File: src/rtl/detect_arbiter.sv
// Round-robin arbiter time-sharing one "0 1 0* 1" sequence detector across
// NUM_CH serial channels, each with its own FSM context and saturating hit counter.
module detect_arbiter #(
  parameter int NUM_CH = 4,
  parameter int CNT_W  = 7
) (
  input  logic                      clk,
  input  logic                      rst,
  input  logic                      ena,
  input  logic [NUM_CH-1:0]         req,
  input  logic [NUM_CH-1:0]         bit_in,
  output logic [NUM_CH-1:0]         grant,
  output logic                      z_valid,
  output logic [$clog2(NUM_CH)-1:0] z_ch,
  output logic                      z,
  input  logic [$clog2(NUM_CH)-1:0] rd_ch,
  output logic [CNT_W-1:0]          rd_count
);

  localparam int CH_W = $clog2(NUM_CH);
  // Counter ceiling is the two-digit display limit, clipped if CNT_W is too narrow.
  localparam int SAT = ((2 ** CNT_W) - 1 < 99) ? (2 ** CNT_W) - 1 : 99;
  localparam logic [CNT_W-1:0] SAT_V = CNT_W'(SAT);

  typedef enum logic [1:0] {
    IDLE   = 2'd0,
    SAW0   = 2'd1,
    SAW01  = 2'd2,
    SAW01Z = 2'd3
  } state_t;

  logic [CH_W-1:0]               ptr_q;
  logic [CH_W-1:0]               gnt_idx;
  logic                          gnt_any;
  logic [NUM_CH-1:0][1:0]        ctx_all;
  logic [NUM_CH-1:0][CNT_W-1:0]  cnt_all;
  state_t                        cur_st;
  state_t                        nxt_st;
  logic                          cur_bit;
  logic                          det;
  logic                          z_valid_q;
  logic                          z_q;
  logic [CH_W-1:0]               z_ch_q;

  // Search from ptr upward with wrap; first requester found wins.
  always_comb begin
    int unsigned idx;
    grant   = '0;
    gnt_idx = '0;
    gnt_any = 1'b0;
    idx     = 0;
    if (rst && ena) begin
      for (int k = 0; k < NUM_CH; k++) begin
        idx = int'(ptr_q) + k;
        if (idx >= NUM_CH) idx = idx - NUM_CH;
        if (!gnt_any && req[idx]) begin
          gnt_any = 1'b1;
          gnt_idx = CH_W'(idx);
        end
      end
      if (gnt_any) grant[gnt_idx] = 1'b1;
    end
  end

  // Shared detector next-state logic operating on the granted channel's context.
  always_comb begin
    cur_st  = state_t'(ctx_all[gnt_idx]);
    cur_bit = bit_in[gnt_idx];
    nxt_st  = cur_st;
    det     = 1'b0;
    case (cur_st)
      IDLE:   nxt_st = cur_bit ? IDLE : SAW0;
      SAW0:   nxt_st = cur_bit ? SAW01 : SAW0;
      SAW01: begin
        if (cur_bit) begin
          nxt_st = IDLE;
          det    = 1'b1;
        end else begin
          nxt_st = SAW01Z;
        end
      end
      SAW01Z: begin
        if (cur_bit) begin
          nxt_st = SAW01;
          det    = 1'b1;
        end
      end
      default: nxt_st = IDLE;
    endcase
  end

  genvar gi;
  generate
    for (gi = 0; gi < NUM_CH; gi++) begin : g_ch
      state_t           ctx_q;
      logic [CNT_W-1:0] cnt_q;

      always_ff @(posedge clk) begin
        if (!rst) begin
          ctx_q <= IDLE;
          cnt_q <= '0;
        end else if (grant[gi]) begin
          ctx_q <= nxt_st;
          if (det && (cnt_q != SAT_V)) cnt_q <= cnt_q + 1'b1;
        end
      end

      assign ctx_all[gi] = ctx_q;
      assign cnt_all[gi] = cnt_q;
    end
  endgenerate

  always_ff @(posedge clk) begin
    if (!rst) begin
      ptr_q     <= '0;
      z_valid_q <= 1'b0;
      z_q       <= 1'b0;
      z_ch_q    <= '0;
    end else begin
      z_valid_q <= gnt_any;
      z_q       <= gnt_any & det;
      if (gnt_any) begin
        z_ch_q <= gnt_idx;
        ptr_q  <= (gnt_idx == CH_W'(NUM_CH - 1)) ? '0 : gnt_idx + 1'b1;
      end
    end
  end

  assign z_valid  = z_valid_q;
  assign z        = z_q;
  assign z_ch     = z_ch_q;
  assign rd_count = (int'(rd_ch) < NUM_CH) ? cnt_all[rd_ch] : '0;

endmodule
File: config.mk
export PLATFORM = sky130hd
export DESIGN_NAME = detect_arbiter
export DESIGN_NICKNAME = d
export VERILOG_FILES = /design/src/rtl/detect_arbiter.sv
export SDC_FILE = /design/constraint.sdc
export NUM_CORES = 1
export LEC_CHECK = 0
export ABC_AREA = 0
export CORE_ASPECT_RATIO = 2
export CORE_MARGIN = 2
export CORE_UTILIZATION = 40
export CTS_CLUSTER_DIAMETER = 120
export DETAILED_ROUTE_END_ITERATION = 8
export PLACE_DENSITY_LB_ADDON = 0.12
export SLEW_MARGIN = 20
export SYNTH_ARGS = -nofsm -noshare
export SYNTH_HDL_FRONTEND = slang
export SYNTH_SLANG_ARGS = --single-unit
File: constraint.sdc
create_clock -name clk -period 3.5 [get_ports clk]
set_input_delay 0.525 -clock clk [delete_from_list [all_inputs] [get_ports clk]]
set_output_delay 0.525 -clock clk [all_outputs]
set_load 0.1 [all_outputs]
## Word level (Yosys, flattened, before mapping)

Index checks and enable logic that the tools add are counted.

| storage, ports and cells | value |
|---|---|
| register bits | 42 |
| output and inout port bits | 15 |
| logic and storage cells | 112 |

| operators by class | value |
|---|---|
| magnitude comparators | 12 |
| reduce and logical (&&, ||, !) cells | 18 |
| add/subtract/negate cells | 12 |
| muxes and demuxes | 49 |
| equality and inequality tests | 8 |
| bitwise operators | 1 |

Operators by type and width:

| kind | count |
|---|---|
| $mux W32 | 8 |
| $lt A32 B3 Y1 const B | 4 |
| $add A7 B1 Y7 const B | 4 |
| $ne A7 B7 Y1 const B | 4 |
| $mux W2 | 11 |
| $mux W1 | 18 |
| $bmux W7 S2 | 1 |
| $sub A3 B3 Y4 const B | 3 |
| $bmux W1 S2 | 5 |
| $ge A3 B3 Y1 const B | 3 |
| $logic_and A1 B1 Y1 | 9 |
| $lt A2 B3 Y1 const B | 3 |
| $mux W4 | 2 |
| $pmux W2 S4 | 1 |
| $reduce_and A2 Y1 | 4 |
| $mux W7 | 1 |
| $add A2 B2 Y3 const B | 2 |
| $eq A2 B2 Y1 const B | 3 |
| $bmux W2 S2 | 1 |
| $sub A2 B3 Y4 const B | 1 |
| $add A2 B1 Y3 const B | 1 |
| $ge A2 B3 Y1 const B | 1 |
| $logic_not A1 Y1 | 3 |
| $add A2 B1 Y2 const B | 1 |
| 6 further kinds | 6 |

## Depth between registers and ports, before layout

Gate-level depths: netlist (run 1).

| depth | value |
|---|---|
| depth in word-level cells | 27 |
| mapped depth | 8 |
| mapped depth without buffers | 8 |

## Worst setup path after synthesis (run 1)

OpenSTA, ideal clock, no wires.

| timing | value |
|---|---|
| path type | input to register |
| start point | input port req[1] |
| end point | register g_ch[0].cnt_q[0] |
| data arrival time | 3137 ps |
| slack | 236 ps |
| path buffers | 1 |
| cell stages on the path | 8 |
| cells stage by stage | or2_4 > or2_1 > and3_1 > buf_4 > nor3_2 > nand2_1 > xor2_1 > nor2_1 |

RTL lines:

| what | RTL line | RTL |
|---|---|---|
| start, declared | 10 | `input logic [NUM_CH-1:0] req,` |
| $bmux W1 S2 | 56 | `if (!gnt_any && req[idx]) begin` |
| $mux W1 (not written as such) | 56 |  |
| $mux W1 | 56 |  |
| $mux W1 | 52 | `if (rst && ena) begin` |
| $logic_not A1 Y1 | 56 |  |
| $logic_and A1 B1 Y1 | 56 |  |
| $mux W1 | 56 |  |
| $mux W1 | 52 |  |
| [8 not listed] | n/a |  |
| $lt A2 B3 Y1 (not written as such) / $ge A2 B1 Y1 (equally long branches) | 61 | `if (gnt_any) grant[gnt_idx] = 1'b1;` |
| $logic_and A1 B1 Y1 (not written as such) | 61 |  |
| $mux W1 (not written as such) | 61 |  |
| $demux W1 S2 | 61 |  |
| $mux W4 (*) | 61 |  |
| $mux W4 (*) | 52 |  |
| net grant[0] | 12 | `output logic [NUM_CH-1:0] grant,` |
| $reduce_and A2 Y1 (no source line) (*) | n/a |  |
| end signal, assigned | 104 | `if (det && (cnt_q != SAT_V)) cnt_q <= cnt_q + 1'b1;` |
| end, declared | 96 | `logic [CNT_W-1:0] cnt_q;` |

The timed path passes the listed nets; every way through them passes the cells marked *. The select of a mux whose other input is x is not followed.
A chain may end at the register's enable or synchronous reset.

## Worst setup path in the final report (run 1)

| timing | value |
|---|---|
| start point | input port req[3] |
| end point | output port grant[2] |

| on the way | value |
|---|---|
| word-level cells in the longest chain between the ends | 22 |

RTL lines:

| what | RTL line |
|---|---|
| $bmux W1 S2 | 56 |
| $mux W1 (not written as such) | 56 |
| $mux W1 | 56 |
| $mux W1 | 52 |
| $logic_not A1 Y1 | 56 |
| $logic_and A1 B1 Y1 | 56 |
| $mux W1 | 56 |
| $mux W1 | 52 |
| [6 not listed] | n/a |
| $mux W2 | 56 |
| $mux W2 | 52 |
| $lt A2 B3 Y1 (not written as such) / $ge A2 B1 Y1 (equally long branches) | 61 |
| $logic_and A1 B1 Y1 (not written as such) | 61 |
| $mux W1 (not written as such) | 61 |
| $demux W1 S2 | 61 |
| $mux W4 (*) | 61 |
| $mux W4 (*) | 52 |
| end, declared | 12 |

Every way passes the cells marked *; elsewhere a longest branch is shown, timed or not. The select of a mux whose other input is x is not followed.

==> metrics.md, run 1 <==
| Metric | Value |
|---|---|
| Dpl ws | roughly 260 ps |
| Initial DRC count | 58 |
| I/O pins | 28 |
| CP endpoint kind | output port |
| Pin count of the biggest net entering global routing | 32 |
| Cell Area, Synth | ~2200 um2 |
| Largest buffer count on any clock path | 2 |
| Number of global-route vias before repair | roughly 1900 |
| Crit Path Class | input port to output port |
| Die width | between 50 and 60 um |
| Die ar. | a little over 6000 um2 |
| Total clock sinks | 42 |
| Post-placement cell area | approximately 2600 um2 |
| Fill cells | between 500 and 600 |
| Vias per cell | 5.705 |
| Starting Density | 0.4106 |
| WL/cell | 17.13 um |
| Synth Register Bits | 42 |
| Ant diodes | 0 |
| EDFF count, synth | 0 |
| Critical path startpoint category | input port |
| First-pass GRT wire length | approximately 9200 um |
| Yosys warns | 0 |
| Synth Area in XOR/XNOR | 0.07147 |
| DRT Wirelength | about 5700 um |
| Setup TNS | 0 ps |
| Ratio of cells with drive above 1 in the final layout | 0.1581 |
| Pleak | just under 1 nW |
| Max-slew violations | 0 |
| R2R setup slack | 970 ps |
| Fmax | ~330 MHz |
| DP HPWL | between 4000 and 5000 um |
| Max-cap violation count | 0 |
| P per Cell Area | around 420 nW/um2 |
| GRT overflow | 0 |
| Synth unique cells | 43 |
| Clk pin slew, worst setup/hold paths | ~80 ps |
| Largest family of logic cells by synthesized area | simple AND/OR/NAND/NOR gates |
| Synth Area in Adders | 0.02269 |
| Required time of the critical path | approximately 3000 ps |
| Syn_nets | approximately 260 |
| Fin worst setup slack | 427.0 ps |
| Layout area overhead | 23.37% |
| Tmin final | 3073 ps |
| RSZ-0062 raised after global routing | false |
| Avg Cell Area, Syn | between 9 and 10 um2 |
| Hold slack | 454.6 ps |
| Post-Synth Simple-Gate Area | 0.2405 |
| Final period util | 0.8780 |
| Kind of cell adding the most delay to the critical path | simple AND/OR/NAND/NOR gates |
| Fraction of registers with async set/reset | 0 |
| Worst-Margin Slew | around 960 ps |
| CP max stage delay | around 500 ps |
| Final Hold Viols | 0 |
| Row cnt | 38 |
| Multiplexer share of the synthesized area | 0.09870 |
| Hold Crit Class | flip-flop to flip-flop |
| Max VDD drop | between 0.2 and 0.3 mV |
| Synth Area in Compound Gates | 0.1531 |
| CTS buffer count | 5 |
| Vias | 1894 |
| Hold buffers post-CTS | 0 |
| Slew margin rel. | 0.3577 |
| Die height | ~110 um |
| Seq/Total Area, Yosys | 0.3812 |
| Skew final | between 10 and 15 ps |
| Crit path max fanout | 10 |
| ANT nets after route | 0 |
| Reg area | around 840 um2 |
| CTS tree | done |
| Root Buffer | clkbuf_8 |
| WP data arrival | between 2000 and 3000 ps |
| Fin nets | around 290 |
| Multi-input logic area | 1294 um2 |
| Setup bufs post-CTS | 0 |
| Syn Inst Count | between 200 and 250 |
| GP Congestion | between 0.8 and 0.9 |
| Post-cts resize count | 0 |
| # DRC | 0 |
| Worst-path cell chain | clkdlybuf4s50_1 -> or2_4 -> or2_1 -> and3_1 -> nor3_4 -> buf_12 |
| WP buf/inv | 2 |
| Worst-Skew Late Latency | 300 ps |
| Outcome | finished, final reports clean |
| H-tree depth | 2 |
| Gr usage total | 0.1964 |
| Antenna violations before repair | 0 |
| DRT Pass-1 Iters | 4 |
| Worst path slowest cell | clkdlybuf4s50_1 |
| Buffers on Ports | 27 |
| Synth Flop Type | dfxtp_1 |
| Final setup vio count | 0 |
| Final Cell Area | around 2700 um2 |
| Core box area | 5373 um2 |
-- cells by family (layout without fill, tap and decap cells) --
| logic type | Yosys count | after routing |
|---|---|---|
| and+or+nand+nor | 96 | 96 |
| adders and majority gates | 4 | 4 |
| xor gates and xnor gates | 18 | 18 |
| AOI/OAI and AO/OA | 49 | 49 |
| muxes | 13 | 13 |
| DFF | 42 | 42 |
| buffers and inverters | 17 | 50 |
-- registers in the layout, indices dropped and copies added (netlist names) --
name	count
g_ch.ctx_q	8
g_ch.cnt_q	28
ptr_q	2
z	1
z_valid	1
z_ch	2
-- cell type report --
| type | instances | share of cell area |
|---|---|---|
| Inverter | 9 | 0.01333 |
| Timing Repair Buffer | 33 | 0.1241 |
| Clock inverter | 3 | 0.02529 |
| Multi-Input combinational cell | 180 | 0.4754 |
| Sequential cell | 42 | 0.3090 |
| Tap cell | 60 | 0.02759 |
| Clock buffer | 5 | 0.02529 |
-- worst paths after layout --
check	start	endpoint	cells past startpoint
worst max-delay path	req[3]	grant[2]	6
worst min-delay path	z_ch[0]	z_ch[0]	2
worst max register to register	ptr_q[0]	g_ch[3].ctx_q[1]	7
worst min register to register	z_ch[0]	z_ch[0]	2
-- report_power, final --
| part | total [W] | leakage, nW | internal (W) | switching, W |
|---|---|---|---|---|
| logic | 0.000181 | 0.573 | 0.0000651 | 0.000116 |
| registers | 0.000497 | 0.340 | 0.000488 | 0.00000836 |
| clock network | 0.000462 | 0.0683 | 0.000286 | 0.000177 |
-- per-layer routing --
layer	up-vias	share of wire	routed length (um)	track usage
li1	942	-	-	-
met1	886	0.40	2272	0.2057
met2	54	0.53	3037	0.3713
met3	12	0.031	174	0.02847
met4	0	0.036	202	0.09524
met5	-	0	0	0
-- cells in the mapped netlist, types with 2 or more instances --
cell,count,area share
ha_1,4,0.023
or3_1,7,0.020
and3_1,4,0.011
nor2_1,25,0.043
a21oi_1,17,0.039
nor3_1,4,0.0091
a222oi_1,3,0.014
nor4b_1,4,0.016
mux2i_1,6,0.027
dfxtp_1,42,0.38
and2_1,2,0.0057
nand3_1,12,0.027
nand2_1,17,0.029
mux4_2,7,0.071
xor2_1,12,0.048
nor3_4,2,0.015
a211oi_1,3,0.010
clkbuf_1,6,0.010
nand2b_1,2,0.0057
a311oi_1,2,0.0079
o21ai_0,14,0.032
inv_1,8,0.014
a31oi_1,3,0.0085
nand4_1,9,0.026
xnor2_1,6,0.024
-- cell usage in the layout (no fill, tap or decap), types with 5 or more instances in the layout --
master and instances:
nand3_1 12, dfxtp_1 42, buf_4 13, nor2_1 25, clkbuf_8 5, mux4_2 7, or3_1 7, nand4_1 9
clkdlybuf4s50_1 16, inv_1 8, nand2_1 17, o21ai_0 14, mux2i_1 6, a21oi_1 17, xor2_1 12, xnor2_1 6
-- stage by stage --
step / std cells / total power [W] / utilization
finish: 332 / 0.001140 / 0.5065
global route: 332 / 0.001187 / 0.5065
CTS: 332 / 0.001155 / 0.5065
detailed placement: 324 / 0.0006883 / 0.4809
global placement: 324 / 0.0006886 / 0.4809
floorplan: 239 / 0.0006313 / -
-- worst reg2reg max path, delay by kind of cell (launching register included) --
family | cells | cell delay (ps)
compound gates | 5 | 1600
buf+inv | 1 | 70
flops | 1 | 370
mux | 1 | 380
Note: power is estimated with default switching activity, not from simulation.
==> inputs of run 2 (changes only) <==
--- a/config.mk
+++ b/config.mk
@@ -6,6 +6,8 @@
 export NUM_CORES = 1
 export LEC_CHECK = 0
 export ABC_AREA = 0
+export CELL_PAD_IN_SITES_DETAIL_PLACEMENT = 1
+export CELL_PAD_IN_SITES_GLOBAL_PLACEMENT = 1
 export CORE_ASPECT_RATIO = 2
 export CORE_MARGIN = 2
 export CORE_UTILIZATION = 40
==> run 2 against run 1 <==
  * Maximum frequency down 4.0%
  * Die area unchanged
  * Count of clock-buffer cells in the layout unchanged
  * Setup slack worse by 130 ps
  * Non-clock buffer count up 1
  * Cell count unchanged
==> metrics.md, run 2 (synthesis gave the netlist of run 1 again) <==
| Metric | Value |
|---|---|
| DRT Pass-1 Iters | 4 (unchanged) |
| CTS tree | done (unchanged) |
| Worst R2R Start | ptr_q[0] (unchanged) |
| H-tree depth | 2 (unchanged) |
| Vias | 1965 (was 1894) |
| Hold path start | z_ch[0] (unchanged) |
| Ant diodes | 0 (unchanged) |
| Final period util | 0.9146 (was 0.8780) |
| GRT overflow | 0 (unchanged) |
| Max-slew violations | 0 (unchanged) |
| Hold Crit Depth | 2 (unchanged) |
| Die height | 109.0 um (unchanged) |
| Final Cell Area | 2670 um2 (was 2721 um2) |
| Final Hold Viols | 0 (unchanged) |
| Max reg flops | 28 (unchanged) |
| Buffers on Ports | 27 (unchanged) |
| Total clock sinks | 42 (unchanged) |
| Pin count of the biggest net entering global routing | 32 (unchanged) |
| Commonest non-fill, non-tap cells in the layout | dfxtp_1, nor2_1, a21oi_1, nand2_1, clkdlybuf4s50_1 (unchanged) |
| ANT nets after route | 0 (unchanged) |
| CTS buffer count | 5 (unchanged) |
| First-pass GRT wire length | 9901 um (was 9177 um) |
| Biggest register | g_ch.cnt_q (unchanged) |
| Max VDD drop | 0.2919 mV (was 0.2975 mV) |
| Antenna violations before repair | 0 (unchanged) |
| Fin worst setup slack | 298.9 ps (was 427.0 ps) |
| Worst-path cell chain | clkdlybuf4s50_1 -> and2b_1 -> o21ai_1 -> nand4_1 -> nor2_1 -> buf_12 (was clkdlybuf4s50_1 -> or2_4 -> or2_1 -> and3_1 -> nor3_4 -> buf_12) |
| R2R cell count | 7 (unchanged) |
| Reg-to-Reg End | g_ch[3].ctx_q[1] (unchanged) |
| Post-placement cell area | 2591 um2 (was 2584 um2) |
| Skew final | 10.40 ps (was 11.04 ps) |
| Critical path startpoint category | input port (unchanged) |
| Layout area overhead | 21.04% (was 23.37%) |
| Starting Density | 0.4106 (unchanged) |
| Crit Path Class | input port to output port (unchanged) |
| Gr usage total | 0.2147 (was 0.1964) |
| DRT Wirelength | 6341 um (was 5687 um) |
| Outcome | finished, final reports clean (unchanged) |
| Fin nets | 289 (was 288) |
| Biggest regs | g_ch.cnt_q: 28 flops, g_ch.ctx_q: 8 flops (unchanged) |
| Required time of the critical path | 2970 ps (about the same) |
| Largest buffer count on any clock path | 2 (unchanged) |
| Root Buffer | clkbuf_8 (unchanged) |
| R2R setup slack | 900 ps (was 970 ps) |
| WP buf/inv | 2 (unchanged) |
| Ratio of cells with drive above 1 in the final layout | 0.1581 (unchanged) |
| Core box area | 5373 um2 (unchanged) |
| CP max stage delay | 510 ps (was 500 ps) |
| Worst-Margin Slew | 967.0 ps (was 960.4 ps) |
| Initial DRC count | 50 (was 58) |
| Max-cap violation count | 0 (unchanged) |
| Worst path slowest cell | nor2_1 (was clkdlybuf4s50_1) |
| Clk pin slew, worst setup/hold paths | 70 ps (was 80 ps) |
| Setup bufs post-CTS | 0 (unchanged) |
| Hold Path Sink | z_ch[0] (unchanged) |
| Vias per cell | 5.919 (was 5.705) |
| Hold Crit Class | flip-flop to flip-flop (unchanged) |
| Kind of cell adding the most delay to the critical path | simple AND/OR/NAND/NOR gates (unchanged) |
| Pleak | 0.9624 nW (was 0.9808 nW) |
| Die ar. | 6161 um2 (unchanged) |
| Dpl ws | 288.5 ps (was 264.9 ps) |
| Commonest non-fill, non-tap cell in the layout | dfxtp_1 (unchanged) |
| DP HPWL | 4896 um (was 4305 um) |
| # DRC | 0 (unchanged) |
| Fmax | 312.4 MHz (was 325.4 MHz) |
| Total power | 0.0009863 W (was 0.001140 W) |
| P per Cell Area | 369.4 nW/um2 (was 418.9 nW/um2) |
| I/O pins | 28 (unchanged) |
| Hold buffers post-CTS | 0 (unchanged) |
| Tmin final | 3201 ps (was 3073 ps) |
| WL/cell | 19.10 um (was 17.13 um) |
| WP data arrival | 2680 ps (was 2550 ps) |
| Slew margin rel. | 0.3533 (was 0.3577) |
| GP Congestion | 0.7830 (was 0.8219) |
| Setup TNS | 0 ps (unchanged) |
| RSZ-0062 raised after global routing | false (unchanged) |
| Final setup vio count | 0 (unchanged) |
| Die width | 56.51 um (unchanged) |
| Row cnt | 38 (unchanged) |
| Worst-Skew Late Latency | 300 ps (about the same) |
| CP endpoint kind | output port (unchanged) |
| Number of global-route vias before repair | 2056 (was 1856) |
| Post-cts resize count | 0 (unchanged) |
| Crit path max fanout | 7 (was 10) |
run 2: cell types whose count changed in the layout (fill, tap and decap cells not counted):
cell | before | now
buf_4 | 13 | 14
bufinv_16 | 2 | 0
clkinv_2 | 0 | 2
clkinv_4 | 1 | 0
run 2: power breakdown:
part	internal (W)	switching (W)
Sequential	0.000488	0.00000903
Clock	0.000134	0.000169
Combinational	0.0000665	0.000119
run 2: area by class of cell:
cell class,count,area (um2)
inverter,9,36.28
tap,60,75.07
timing repair buffer,34,345.3
fill,658,2703
clock buffer,5,68.82
clock inverter,2,10.01
sequential,42,840.8
multi-input combinational,180,1294
run 2: routing by layer:
metal / vias up / wire length (um) / global-route usage
met5: - / 0 / 0
met4: 0 / 261 / 0.1293
met3: 18 / 206 / 0.04152
met2: 51 / 3588 / 0.4244
met1: 956 / 2285 / 0.1908
li1: 940 / - / -
run 2: how the worst max path moves through the flow:
stage	from	end	slack, ps	depth (start not counted)
final	req[2]	grant[3]	300	6
after global routing	req[2]	grant[1]	190	6
after CTS	req[2]	grant[1]	290	6
after detailed placement	req[2]	g_ch[3].ctx_q[1]	290	8
after global placement	req[3]	grant[1]	310	7
after floorplan	req[1]	g_ch[0].cnt_q[0]	240	8
run 2: tightest hold or removal path, stage by stage (launching register included):
cell	delay, ps
dfxtp_1	320
nand3_1	60
nand2_1	50
run 2: stage by stage:
| stage | util | instances | hold WS [ps] |
|---|---|---|---|
| final | 0.4970 | 332 | 466.6 |
| after global routing | 0.4970 | 332 | 486.0 |
| after CTS | 0.4970 | 332 | 473.7 |
| after detailed placement | 0.4823 | 325 | 460.8 |
| after global placement | 0.4823 | 325 | 453.6 |
| after floorplan | - | 239 | 463.1 |
